--- src/rtl/idaub6_pkg.sv ---
// Shared constants and types for the idaub6 6-tap inverse wavelet synthesis block.
package idaub6_pkg;

    localparam int unsigned ACC_OFS = 6;

    localparam int H_TAP [6] = '{5, 13, 7, -2, -1, 1};
    localparam int G_TAP [6] = '{1, 1, -2, -7, 13, -5};

    typedef enum logic [1:0] {
        S_EMPTY,
        S_EVEN,
        S_ODD
    } state_t;

endpackage

--- src/rtl/idaub6_mac.sv ---
// Combinational 6-term shift-add dot product; PHASE=0 uses even taps, PHASE=1 odd taps.
module idaub6_mac
    import idaub6_pkg::*;
#(
    parameter int unsigned DATA_WIDTH = 16,
    parameter int unsigned PHASE      = 0
) (
    input  logic signed [DATA_WIDTH-1:0]         i_a0,
    input  logic signed [DATA_WIDTH-1:0]         i_a1,
    input  logic signed [DATA_WIDTH-1:0]         i_a2,
    input  logic signed [DATA_WIDTH-1:0]         i_d0,
    input  logic signed [DATA_WIDTH-1:0]         i_d1,
    input  logic signed [DATA_WIDTH-1:0]         i_d2,
    output logic signed [DATA_WIDTH+ACC_OFS-1:0] o_sum
);

    localparam int unsigned ACC_W = DATA_WIDTH + ACC_OFS;

    // Constant taps fold each call into a handful of shifted adds.
    function automatic logic signed [ACC_W-1:0] tap_mul(
        input logic signed [DATA_WIDTH-1:0] x,
        input int                           tap
    );
        logic signed [ACC_W-1:0] xe;
        logic signed [ACC_W-1:0] acc;
        int unsigned             mag;
        xe  = ACC_W'(x);
        acc = '0;
        mag = (tap < 0) ? unsigned'(-tap) : unsigned'(tap);
        for (int unsigned b = 0; b < 32; b++) begin
            if (mag[b]) acc = acc + (xe <<< b);
        end
        return (tap < 0) ? -acc : acc;
    endfunction

    always_comb begin
        o_sum = tap_mul(i_a0, H_TAP[PHASE])     + tap_mul(i_a1, H_TAP[PHASE+2])
              + tap_mul(i_a2, H_TAP[PHASE+4])   + tap_mul(i_d0, G_TAP[PHASE])
              + tap_mul(i_d1, G_TAP[PHASE+2])   + tap_mul(i_d2, G_TAP[PHASE+4]);
    end

endmodule

--- src/rtl/idaub6_synth.sv ---
// Inverse 6-tap wavelet synthesis: one (a,d) pair in, even then odd sample out.
// Define IDAUB6_SAT_EN to clamp outputs instead of wrapping.
module idaub6_synth
    import idaub6_pkg::*;
#(
    parameter int unsigned DATA_WIDTH = 16,
    parameter int unsigned SHIFT      = 4
) (
    input  logic                         clk,
    input  logic                         rst_n,
    input  logic                         clear,
    input  logic signed [DATA_WIDTH-1:0] in_a,
    input  logic signed [DATA_WIDTH-1:0] in_d,
    input  logic                         in_valid,
    output logic                         in_ready,
    output logic signed [DATA_WIDTH-1:0] out_x,
    output logic                         out_valid,
    input  logic                         out_ready,
    output logic                         out_warm
);

    localparam int unsigned ACC_W = DATA_WIDTH + ACC_OFS;

    state_t                  r_state;
    state_t                  w_state_nx;
    logic signed [DATA_WIDTH-1:0] r_a1, r_a2, r_d1, r_d2;
    logic signed [ACC_W-1:0] r_even, r_odd;
    logic signed [ACC_W-1:0] w_even, w_odd, w_sel;
    logic [1:0]              r_warm;
    logic                    w_in_acc, w_out_acc;

    idaub6_mac #(.DATA_WIDTH(DATA_WIDTH), .PHASE(0)) u_mac_even (
        .i_a0(in_a), .i_a1(r_a1), .i_a2(r_a2),
        .i_d0(in_d), .i_d1(r_d1), .i_d2(r_d2),
        .o_sum(w_even)
    );

    idaub6_mac #(.DATA_WIDTH(DATA_WIDTH), .PHASE(1)) u_mac_odd (
        .i_a0(in_a), .i_a1(r_a1), .i_a2(r_a2),
        .i_d0(in_d), .i_d1(r_d1), .i_d2(r_d2),
        .o_sum(w_odd)
    );

    assign in_ready  = !clear && ((r_state == S_EMPTY) || ((r_state == S_ODD) && out_ready));
    assign out_valid = (r_state == S_EVEN) || (r_state == S_ODD);
    assign w_in_acc  = in_valid && in_ready;
    assign w_out_acc = out_valid && out_ready;
    assign out_warm  = (r_warm == 2'd3);

    always_comb begin
        w_state_nx = r_state;
        case (r_state)
            S_EMPTY: if (w_in_acc)  w_state_nx = S_EVEN;
            S_EVEN:  if (w_out_acc) w_state_nx = S_ODD;
            S_ODD:   if (w_out_acc) w_state_nx = w_in_acc ? S_EVEN : S_EMPTY;
            default: w_state_nx = S_EMPTY;
        endcase
        if (clear) w_state_nx = S_EMPTY;
    end

    always_ff @(posedge clk or negedge rst_n) begin
        if (!rst_n) r_state <= S_EMPTY;
        else        r_state <= w_state_nx;
    end

    always_ff @(posedge clk or negedge rst_n) begin
        if (!rst_n) begin
            r_a1 <= '0; r_a2 <= '0; r_d1 <= '0; r_d2 <= '0;
            r_even <= '0; r_odd <= '0; r_warm <= '0;
        end else if (clear) begin
            r_a1 <= '0; r_a2 <= '0; r_d1 <= '0; r_d2 <= '0;
            r_even <= '0; r_odd <= '0; r_warm <= '0;
        end else if (w_in_acc) begin
            r_a1   <= in_a;
            r_a2   <= r_a1;
            r_d1   <= in_d;
            r_d2   <= r_d1;
            r_even <= w_even;
            r_odd  <= w_odd;
            if (r_warm != 2'd3) r_warm <= r_warm + 2'd1;
        end
    end

    assign w_sel = (r_state == S_ODD) ? r_odd : r_even;

`ifdef IDAUB6_SAT_EN
    localparam logic signed [ACC_W-1:0] W_MAX =
        {{(ACC_W-DATA_WIDTH+1){1'b0}}, {(DATA_WIDTH-1){1'b1}}};
    localparam logic signed [ACC_W-1:0] W_MIN =
        {{(ACC_W-DATA_WIDTH+1){1'b1}}, {(DATA_WIDTH-1){1'b0}}};
    logic signed [ACC_W-1:0] w_shr;

    assign w_shr = w_sel >>> SHIFT;

    always_comb begin
        out_x = w_shr[DATA_WIDTH-1:0];
        if (w_shr > W_MAX)      out_x = W_MAX[DATA_WIDTH-1:0];
        else if (w_shr < W_MIN) out_x = W_MIN[DATA_WIDTH-1:0];
    end
`else
    assign out_x = DATA_WIDTH'(w_sel >>> SHIFT);
`endif

endmodule

--- config.mk ---
export PLATFORM = sky130hd
export DESIGN_NAME = idaub6_synth
export DESIGN_NICKNAME = d
export VERILOG_FILES = /design/src/rtl/idaub6_pkg.sv /design/src/rtl/idaub6_mac.sv /design/src/rtl/idaub6_synth.sv
export SDC_FILE = /design/constraint.sdc
export NUM_CORES = 1
export LEC_CHECK = 0
export ABC_AREA = 1
export CORE_MARGIN = 1
export CORE_UTILIZATION = 44
export CTS_BUF_LIST = sky130_fd_sc_hd__clkbuf_8
export DETAILED_ROUTE_END_ITERATION = 8
export MAX_ROUTING_LAYER = met4
export PLACE_DENSITY = 0.64
export SKIP_CTS_REPAIR_TIMING = 1
export SLEW_MARGIN = 20
export SYNTH_ARGS = -nofsm -noshare
export SYNTH_HDL_FRONTEND = slang
export SYNTH_SLANG_ARGS = --single-unit
--- constraint.sdc ---
create_clock -name clk -period 10.1 [get_ports clk]
set_input_delay 1.01 -clock clk [delete_from_list [all_inputs] [get_ports clk]]
set_output_delay 1.01 -clock clk [all_outputs]
set_load 0.01 [all_outputs]
; ---- Word-level counts from Yosys, hierarchy flattened
; Cells that the tools add are included.
[classes]
mul = 0
eq_ne = 7
mux = 22
magnitude_cmp = 0
div = 0
add_sub_neg = 24
shifts = 0
bitwise = 0
n_reduce_logical = 12
[op_table]
columns = operator, count
row1 = $mux W16, 8
row2 = $add A20 B20 Y20, 6
row3 = $mux W20, 5
row4 = $add A19 B19 Y20, 3
row5 = $add A20 B16 Y20, 3
row6 = $neg A17 Y20, 2
row7 = $neg A19 Y20, 2
row8 = $add A16 B18 Y19, 2
row9 = $add A18 B18 Y19, 2
row10 = $add A16 B17 Y18, 2
row11 = $neg A16 Y20, 1
row12 = $mux W2, 7
row13 = $ne A3 B3 Y1 const B, 3
row14 = $pmux W2 S3, 1
row15 = $eq A2 B2 Y1 const B, 2
row16 = $logic_and A1 B1 Y1, 4
row17 = $reduce_bool A2 Y1, 2
row18 = $reduce_and A3 Y1, 1
row19 = $add A2 B1 Y2 const B, 1
row20 = $eq A2 B1 Y1 const B, 1
row21 = $logic_not A2 Y1, 1
row22 = $logic_or A1 B1 Y1, 2
row23 = $ne A2 B2 Y1 const B, 1
row24 = $reduce_and A2 Y1, 1
row25 = other kinds (2), 2
[word_totals]
in_bits = 37
mem_count = 0
latch_bits = 0
output_inout_bits = 19
ff_bits = 108
rom_bits = 0
ramBits = 0
word_cells = 73

; ---- Logic depth before layout (Yosys ltp)
; Gate-level depths: netlist (run 1).
[logic_depth]
ltp_word = 9
ltp_mapped = 33
ltp_nobuf = 33

; ---- Hierarchy
; A second synthesis (run 1) with hierarchy kept.
[unflattened]
cells_unflattened = 1969
area_unflattened_um2 = 15750.1
[modules_own_cells]
columns = mod, instances, seq_area_each_um2, cells_each, area_per_inst_um2
row1 = idaub6_mac at u_mac_even, 1, 0.0, 865, 6124.6
row2 = idaub6_mac at u_mac_odd, 1, 0.0, 640, 5378.9
row3 = idaub6_synth, 1, 2502.4, 464, 4246.6

; ---- Worst setup path before layout (run 1)
; OpenSTA, ideal clock, no wires.
[synth_path]
path_kind = in2reg
startpoint = input port in_a[0]
endpoint = register r_odd[19]
cell_stages = 25
required_time_ns = 9.983
path_slack_ns = 4.434
n_path_buf = 0
setup_time_ns = 0.117
arrival_ns = 5.549
cell_sequence = ha_1 fa_1 nand2_1 nand2_1 o21ai_0 o21ai_0 a21oi_1 xor2_1 inv_1 fa_1 fa_1 fa_1 inv_1 fa_1 inv_1 ha_1 a21oi_1 and2_1 nand2_1 nand2_1 nand3_1 inv_1 nand2_1 nand3_1 nand2_1
[synth_via]
elab_chain_cells = 9
[synth_lines]
columns = element, line
row1 = start: declaration, idaub6_synth.sv:12  ; input logic signed [DATA_WIDTH-1:0] in_a,
row2 = $add A16 B18 Y19, idaub6_mac.sv:31  ; if (mag[b]) acc = acc + (xe <<< b);
row3 = $add A19 B19 Y20 *, idaub6_mac.sv:31
row4 = $add A20 B20 Y20 *, idaub6_mac.sv:37  ; o_sum = tap_mul(i_a0, H_TAP[PHASE]) + tap_mul(i_a1, H_TAP[PHASE+2])
row5 = $add A20 B16 Y20 * (2 in series), idaub6_mac.sv:38  ; + tap_mul(i_a2, H_TAP[PHASE+4]) + tap_mul(i_d0, G_TAP[PHASE])
row6 = $add A20 B20 Y20 * (2 in series), idaub6_mac.sv:39  ; + tap_mul(i_d1, G_TAP[PHASE+2]) + tap_mul(i_d2, G_TAP[PHASE+4]);
row7 = $mux W20 *, idaub6_synth.sv:73  ; end else if (w_in_acc) begin
row8 = $mux W20 *, idaub6_synth.sv:70  ; end else if (clear) begin
row9 = end signal: assignment, idaub6_synth.sv:79  ; r_odd <= w_odd;
row10 = end: declaration, idaub6_synth.sv:27  ; logic signed [ACC_W-1:0] r_even, r_odd;
; Mark *: on every way between the ends. The rest lies on a longest branch, timed or not. The select of a mux whose other input is x is not followed.
; A chain may end at the register's enable or synchronous reset.

; ---- Final worst setup path (run 1)
; Ends and elaborated chain as after synthesis.

==> impl_metrics.env, run 1 <==
export IMPL_antenna_found_initial=0
export IMPL_fin_nets=1987
export IMPL_crit_type="in2reg"
export IMPL_hp_class="reg2reg"
export IMPL_slowest_stage="clkdlybuf4s50_1"
export IMPL_synthCells=1588
export IMPL_hold_start="r_even[12]"
export IMPL_numCtsBuffers=9
export IMPL_area_growth_pct=8.53
export IMPL_firstDrtPassIters=5
export IMPL_vias=10300
export IMPL_grt_max_degree=72
export IMPL_cp_start_kind="primary input"
export IMPL_async_flop_share=1.00
export IMPL_pin_count=56
export IMPL_yosysMostFrequentCell="inv_1"
export IMPL_die_x_um=176
export IMPL_row_count=63
export IMPL_grt_use_total=0.256
export IMPL_wl_um=34800
export IMPL_avgSynthCellArea_um2=8.42
export IMPL_status="finished, final reports clean"
export IMPL_cp_end_kind="register"
export IMPL_synth_edf_count=0
export IMPL_grt_pass1_vias=10900
export IMPL_synth_area_um2=13400
export IMPL_hold_end="r_even[12]"
export IMPL_port_buffers=55
export IMPL_root_buffer="clkbuf_8"
export IMPL_worst_ep_arrival_time_ns=7.24
export IMPL_layout_drive_gt1_share=0.0183
export IMPL_skew_ns=0.0226
export IMPL_place_gp_congestion=0.951
export IMPL_ys_ff_latch=100
export IMPL_ant_nets=0
export IMPL_grt_pass1_wl_um=58300
export IMPL_yosys_cell_types_count=37
export IMPL_worst_pin_slew_ns=0.966
export IMPL_hold_violations=0
export IMPL_wl_per_cell_um=17.1
export IMPL_cts_tree="yes"
export IMPL_coreArea_um2=29800
export IMPL_slew_violations=0
export IMPL_period_minus_slack_ns=6.88
export IMPL_period_share=0.681
export IMPL_cts_sinks=100
export IMPL_cpMostUsedCell="nand2_1"
export IMPL_die_y_um=176
export IMPL_synth_yosys_seq_area_share=0.187
export IMPL_cts_path_max_buffers=2
export IMPL_rsz0062_at_grt="false"
export IMPL_route_detailed_drc=0
export IMPL_h_tree_depth=3
export IMPL_r2r_slack_ns=4.36
export IMPL_n_antenna_cell=0
export IMPL_whs_ns=0.493
export IMPL_synth_top_flop_cell="dfrtp_1"
export IMPL_max_freq_mhz=145
export IMPL_timing_rr_start="r_d2[0]"
export IMPL_ys_top_cells_by_area="fa_1 34%, dfrtp_1 19%, inv_1 12%"
export IMPL_worstRegToRegCells=24
export IMPL_clk_pin_slew_worst_paths_ns=0.11
export IMPL_overflow=0
export IMPL_final_cells=2031
export IMPL_drtIter0Drc=517
export IMPL_via_per_inst=5.06
export IMPL_start_util=0.449
export IMPL_critical_path_max_stage_delay_ns=0.61
export IMPL_tns_ns=0
export IMPL_holdPathStages=2
export IMPL_critPathMaxFanout=4
export IMPL_die_area_um2=31100
export IMPL_required_ns=10.46
export IMPL_drv_cap=0
export IMPL_slew_headroom=0.356
export IMPL_clk_latency_ns=0.42
export IMPL_reg2reg_to="r_even[19]"
export IMPL_synth_top_area_frac=0.341
export IMPL_syn_num_nets=1939
export IMPL_hpwl_um=28600
export IMPL_setup_viol=0
export IMPL_dpl_cell_count=2015
export IMPL_ys_warn_count=0
export IMPL_synth_largest_area_cell="fa_1"
export IMPL_ys_top_cells_by_count="442 x inv_1, 287 x nand2_1, 228 x fa_1"
[flip-flops by register name, indices dropped and copies added (netlist names)]
signal   count
r_state      2
r_even      16
r_a2        16
r_d1        16
r_odd       16
r_warm       2
r_d2        16
r_a1        16
[critical path, delay by kind of cell]
kind / cells / cell delay [ns]
xor+xnor: 1 / 0.47
buf+inv: 4 / 0.75
compound gates: 2 / 0.69
fa+ha+maj: 7 / 2.98
simple gates: 12 / 1.31
[per-stage QoR]
| stage | util | area (um^2) | setup slack [ns] |
|---|---|---|---|
| after floorplan | - | 13400 | 4.43 |
| after global placement | 0.481 | 14300 | 3.10 |
| after detailed placement | 0.481 | 14300 | 2.94 |
| after CTS | 0.487 | 14500 | 3.39 |
| after global routing | 0.487 | 14500 | 3.06 |
| final | 0.487 | 14500 | 3.22 |
[cell families after synthesis]
logic type      Yosys count  share of synthesized area
compound gates          235                     0.0982
xor+xnor                 39                     0.0255
fa+ha+maj               314                      0.422
buf+inv                 468                      0.134
flops                   100                      0.187
simple gates            432                      0.134
[area by class of cell]
cell class / count / area (um^2)
inverters: 446 / 1670
clock buffers: 11 / 151
flip-flops and latches: 100 / 2500
well taps: 390 / 488
repair buffers: 59 / 578
fillers: 2917 / 15300
clock inverters: 5 / 35.0
multi-input cells: 1020 / 9080
[placed cells by master, fill, tap and decap left out, drive strengths merged, types with 2 or more instances in the layout]
cell	instances
a21boi	4
a21o	8
a21oi	70
and2	6
buf	5
clkbuf	11
clkdlybuf4s50	54
clkinv	4
dfrtp	100
fa	228
ha	86
inv	446
nand2	287
nand3	49
nand3b	9
nand4	7
nor2	62
nor3	6
nor4	4
o211ai	2
o21a	3
o21ai	92
o21bai	6
o22ai	45
o31ai	2
or2	2
xnor2	13
xor2	26
[per-layer routing]
layer  GRT usage  up-vias  wire, um
met5           -        -         0
met4      0.0993        0      1280
met3      0.0280       64      1390
met2       0.425      258     17000
met1       0.321     5047     15200
li1            -     4904         -
[worst max path at each step]
stage | start | endpoint | slack [ns] | depth (start not counted)
detailed placement | in_a[0] | r_odd[19] | 2.94 | 25
global route | in_a[0] | r_odd[19] | 3.06 | 25
CTS | in_a[0] | r_odd[19] | 3.39 | 26
global placement | in_a[0] | r_odd[19] | 3.10 | 25
floorplan | in_a[0] | r_odd[19] | 4.43 | 25
finish | in_a[0] | r_odd[19] | 3.22 | 26
Power of run 1 is left out: the tool's default activity adds up to more than one toggle a clock period on the data nets, which glitch-free logic cannot reach.
==> run 2: changes to the inputs <==
clock period = 6.5 ns   (was 10.1 ns; I/O delays follow)
==> impl_metrics.env, run 2 (synthesis results as in run 1) <==
export IMPL_status="finished, final reports clean"
export IMPL_die_y_um=176
export IMPL_start_util=0.449
export IMPL_cp_endpoint="r_odd[18]"
export IMPL_row_count=63
export IMPL_clk_latency_ns=0.42
export IMPL_skew_ns=0.0276
export IMPL_area_growth_pct=9.07
export IMPL_hp_class="in2async"
export IMPL_period_minus_slack_ns=6.02
export IMPL_cpMostUsedCell="nand2_1"
export IMPL_r2r_slack_ns=0.85
export IMPL_grt_use_total=0.253
export IMPL_via_per_inst=5.09
export IMPL_crit_cells=26
export IMPL_period_share=0.926
export IMPL_wl_per_cell_um=17.3
export IMPL_cp_end_kind="register"
export IMPL_worstRegToRegCells=23
export IMPL_drtIter0Drc=611
export IMPL_crit_type="in2reg"
export IMPL_coreArea_um2=29800
export IMPL_hpwl_um=29300
export IMPL_crit_family="adder cells"
export IMPL_h_tree_depth=3
export IMPL_hold_violations=0
export IMPL_antenna_found_initial=0
export IMPL_tns_ns=0
export IMPL_pin_count=56
export IMPL_worst_ep_arrival_time_ns=6.30
export IMPL_grt_pass1_wl_um=57700
export IMPL_grt_max_degree=72
export IMPL_cts_path_max_buffers=2
export IMPL_worstSetupStartpoint="in_a[2]"
export IMPL_wl_um=35200
export IMPL_firstDrtPassIters=5
export IMPL_layout_drive_gt1_share=0.0236
export IMPL_fin_nets=1998
export IMPL_cp_start_kind="primary input"
export IMPL_slew_violations=0
export IMPL_timing_rr_start="r_d2[0]"
export IMPL_mostFrequentLayoutCell="inv_1"
export IMPL_rsz0062_at_grt="false"
export IMPL_reg2reg_to="r_even[17]"
export IMPL_fillers=2885
export IMPL_overflow=0
export IMPL_root_buffer="clkbuf_8"
export IMPL_cts_sinks=100
export IMPL_clk_pin_slew_worst_paths_ns=0.12
export IMPL_drv_cap=0
export IMPL_setup_viol=0
export IMPL_final_cell_mix="443 x inv_1, 287 x nand2_1, 228 x fa_1"
export IMPL_die_x_um=176
export IMPL_cp_buffers_inverters=4
export IMPL_slowest_stage="fa_1"
export IMPL_place_gp_congestion=0.915
export IMPL_route_detailed_drc=0
export IMPL_max_freq_mhz=166
export IMPL_finalCoreUtilization=0.489
export IMPL_numCtsBuffers=9
export IMPL_vias=10400
export IMPL_port_buffers=55
export IMPL_required_ns=6.79
export IMPL_ant_nets=0
export IMPL_n_antenna_cell=0
export IMPL_grt_pass1_vias=10900
export IMPL_cts_tree="yes"
export IMPL_slew_headroom=0.392
export IMPL_die_area_um2=31100
export IMPL_critPathMaxFanout=5
export IMPL_worst_pin_slew_ns=0.912
export IMPL_critical_path_max_stage_delay_ns=0.56
## run 2: layout make-up
| type | instances | area (um^2) | share of cell area |
|---|---|---|---|
| clock buffer | 10 | 138 | 0.00944 |
| inverter | 446 | 1680 | 0.115 |
| multi-input combinational | 1020 | 9080 | 0.623 |
| clock inverter | 5 | 36.3 | 0.00249 |
| timing repair buffer | 70 | 661 | 0.0453 |
| sequential | 100 | 2500 | 0.172 |
| tap | 390 | 488 | 0.0335 |
## run 2: stage by stage
stage / hold WS (ns) / instances / setup WS [ns] / instance area, um^2
6_report: 0.261 / 2041 / 0.481 / 14600
5_1_grt: 0.313 / 2041 / 0.136 / 14600
4_1_cts: 0.287 / 2041 / 0.500 / 14600
3_5_place_dp: 0.471 / 2026 / 0.0806 / 14400
3_3_place_gp: 0.466 / 2026 / 0.189 / 14400
2_1_floorplan: 0.354 / 1588 / 1.19 / 13400
## run 2: worst min path at each step
| stage | endpoint | slack [ns] | start |
|---|---|---|---|
| after floorplan | r_a1[0] | 0.35 | rst_n |
| after global placement | r_even[16] | 0.47 | r_even[16] |
| after detailed placement | r_odd[12] | 0.47 | r_odd[12] |
| after CTS | r_a1[3] | 0.29 | rst_n |
| after global routing | r_a1[3] | 0.31 | rst_n |
| final | r_a1[2] | 0.26 | rst_n |
## run 2: per-layer routing
metal  track usage  wire (um)  share of wire
met2         0.427      17700           0.50
met1         0.315      15000           0.43
met5             -          0              0
met3        0.0258       1360          0.039
met4        0.0917       1180          0.034
Power of run 2 is left out for the same reason.
==> run 3: changes to the inputs <==
ABC_CLOCK_PERIOD_IN_PS = 6500   (was not set)
MAX_ROUTING_LAYER = not set   (was met4)
==> impl_metrics.env, run 3 (synthesis results as in run 1) <==
export IMPL_area_growth_pct=9.20
export IMPL_required_ns=6.82
export IMPL_skew_ns=0.0287
export IMPL_wl_um=34700
export IMPL_die_area_um2=31100
export IMPL_crit_chain="clkdlybuf4s50_1 -> ha_1 -> fa_1 -> nand2_1 -> nand2_1 -> o21ai_0 -> xor2_1 -> inv_1 -> fa_1 -> fa_1 -> fa_1 -> inv_1 -> fa_1 -> inv_1 -> ha_1 -> nand2_1 -> inv_1 -> nand3_1 -> o21ai_0 -> nand2_1 -> nand2_1 -> nand2_1 -> nand3_1 -> nand2_1"
export IMPL_hp_class="in2async"
export IMPL_tns_ns=0
export IMPL_grt_pass1_wl_um=57500
export IMPL_worst_ep_arrival_time_ns=6.33
export IMPL_hold_violations=0
export IMPL_clk_pin_slew_worst_paths_ns=0.12
export IMPL_period_share=0.926
export IMPL_cp_start_kind="primary input"
export IMPL_drtIter0Drc=580
export IMPL_pin_count=56
export IMPL_mostFrequentLayoutCell="inv_1"
export IMPL_place_gp_congestion=0.895
export IMPL_h_tree_depth=3
export IMPL_slowest_stage="fa_1"
export IMPL_max_freq_mhz=166
export IMPL_setup_viol=0
export IMPL_layout_drive_gt1_share=0.0230
export IMPL_route_detailed_drc=0
export IMPL_worstRegToRegCells=23
export IMPL_die_x_um=176
export IMPL_critical_path_max_stage_delay_ns=0.54
export IMPL_finalCoreUtilization=0.490
export IMPL_grt_use_total=0.244
export IMPL_firstDrtPassIters=5
export IMPL_slew_violations=0
export IMPL_row_count=63
export IMPL_reg2reg_to="r_even[17]"
export IMPL_period_minus_slack_ns=6.02
export IMPL_status="finished, final reports clean"
export IMPL_numCtsBuffers=9
export IMPL_via_per_inst=5.02
export IMPL_wl_per_cell_um=17.0
export IMPL_ant_nets=0
export IMPL_root_buffer="clkbuf_8"
export IMPL_antenna_found_initial=0
export IMPL_crit_type="in2reg"
export IMPL_final_cell_mix="443 x inv_1, 287 x nand2_1, 228 x fa_1"
export IMPL_cp_end_kind="register"
export IMPL_hpwl_um=28600
export IMPL_place_worst_setup_slack_ns=0.104
export IMPL_critPathMaxFanout=5
export IMPL_r2r_slack_ns=0.95
export IMPL_coreArea_um2=29800
export IMPL_clk_latency_ns=0.42
export IMPL_worst_pin_slew_ns=0.941
export IMPL_cts_path_max_buffers=2
export IMPL_rsz0062_at_grt="false"
export IMPL_port_buffers=55
export IMPL_fillers=2928
export IMPL_slew_headroom=0.373
export IMPL_timing_rr_start="r_d2[0]"
export IMPL_cts_tree="yes"
export IMPL_setup_slack_ns=0.484
export IMPL_n_antenna_cell=0
export IMPL_grt_pass1_vias=10800
export IMPL_grt_max_degree=72
export IMPL_drv_cap=0
export IMPL_fin_nets=1996
export IMPL_overflow=0
export IMPL_cpMostUsedCell="nand2_1"
export IMPL_start_util=0.449
export IMPL_vias=10200
export IMPL_die_y_um=176
export IMPL_cts_sinks=100
==> run 3: cell types whose count changed in the layout (fill, tap and decap cells not counted), sizes merged <==
cell | previous run | this run
clkinvlp | 2 | 0
clkinv | 2 | 3
buf | 16 | 14
bufinv | 0 | 1
inv | 447 | 448
==> run 3: cell type report <==
type,count,area (um^2),share of cell area
clock buffers,10,138,0.00943
well taps,390,488,0.0334
inverters,446,1680,0.115
multi-input cells,1020,9080,0.622
repair buffers,68,646,0.0442
flip-flops and latches,100,2500,0.171
clock inverters,6,68.8,0.00471
==> run 3: per-layer routing <==
metal  part of all wire  global-route usage
met5                  0                   0
met3              0.046              0.0349
met1               0.43               0.313
met2               0.50               0.427
met4              0.025              0.0696
==> run 3: worst max-delay path by stage <==
stage	from	end	depth (start not counted)
6_report	in_a[2]	r_odd[12]	24
5_1_grt	in_a[2]	r_odd[18]	27
2_1_floorplan	in_a[0]	r_odd[19]	25
4_1_cts	in_a[2]	r_odd[12]	24
3_3_place_gp	in_a[2]	r_odd[12]	24
3_5_place_dp	in_a[2]	r_odd[12]	24
==> run 3: metrics by stage <==
step                      instances  instance area, um^2  hold slack (ns)
after floorplan                1588                13400            0.354
after global placement         2024                14400            0.466
after detailed placement       2024                14400            0.466
after CTS                      2040                14600            0.223
after global routing           2040                14600            0.251
final                          2040                14600            0.217
==> run 3: worst max-delay path, delay by kind of cell <==
kind / cells / cell delay, ns
compound gates: 2 / 0.56
xor+xnor: 1 / 0.41
buf+inv: 5 / 0.83
simple gates: 9 / 0.80
fa+ha+maj: 7 / 3.07
Power of run 3 is left out for the same reason.
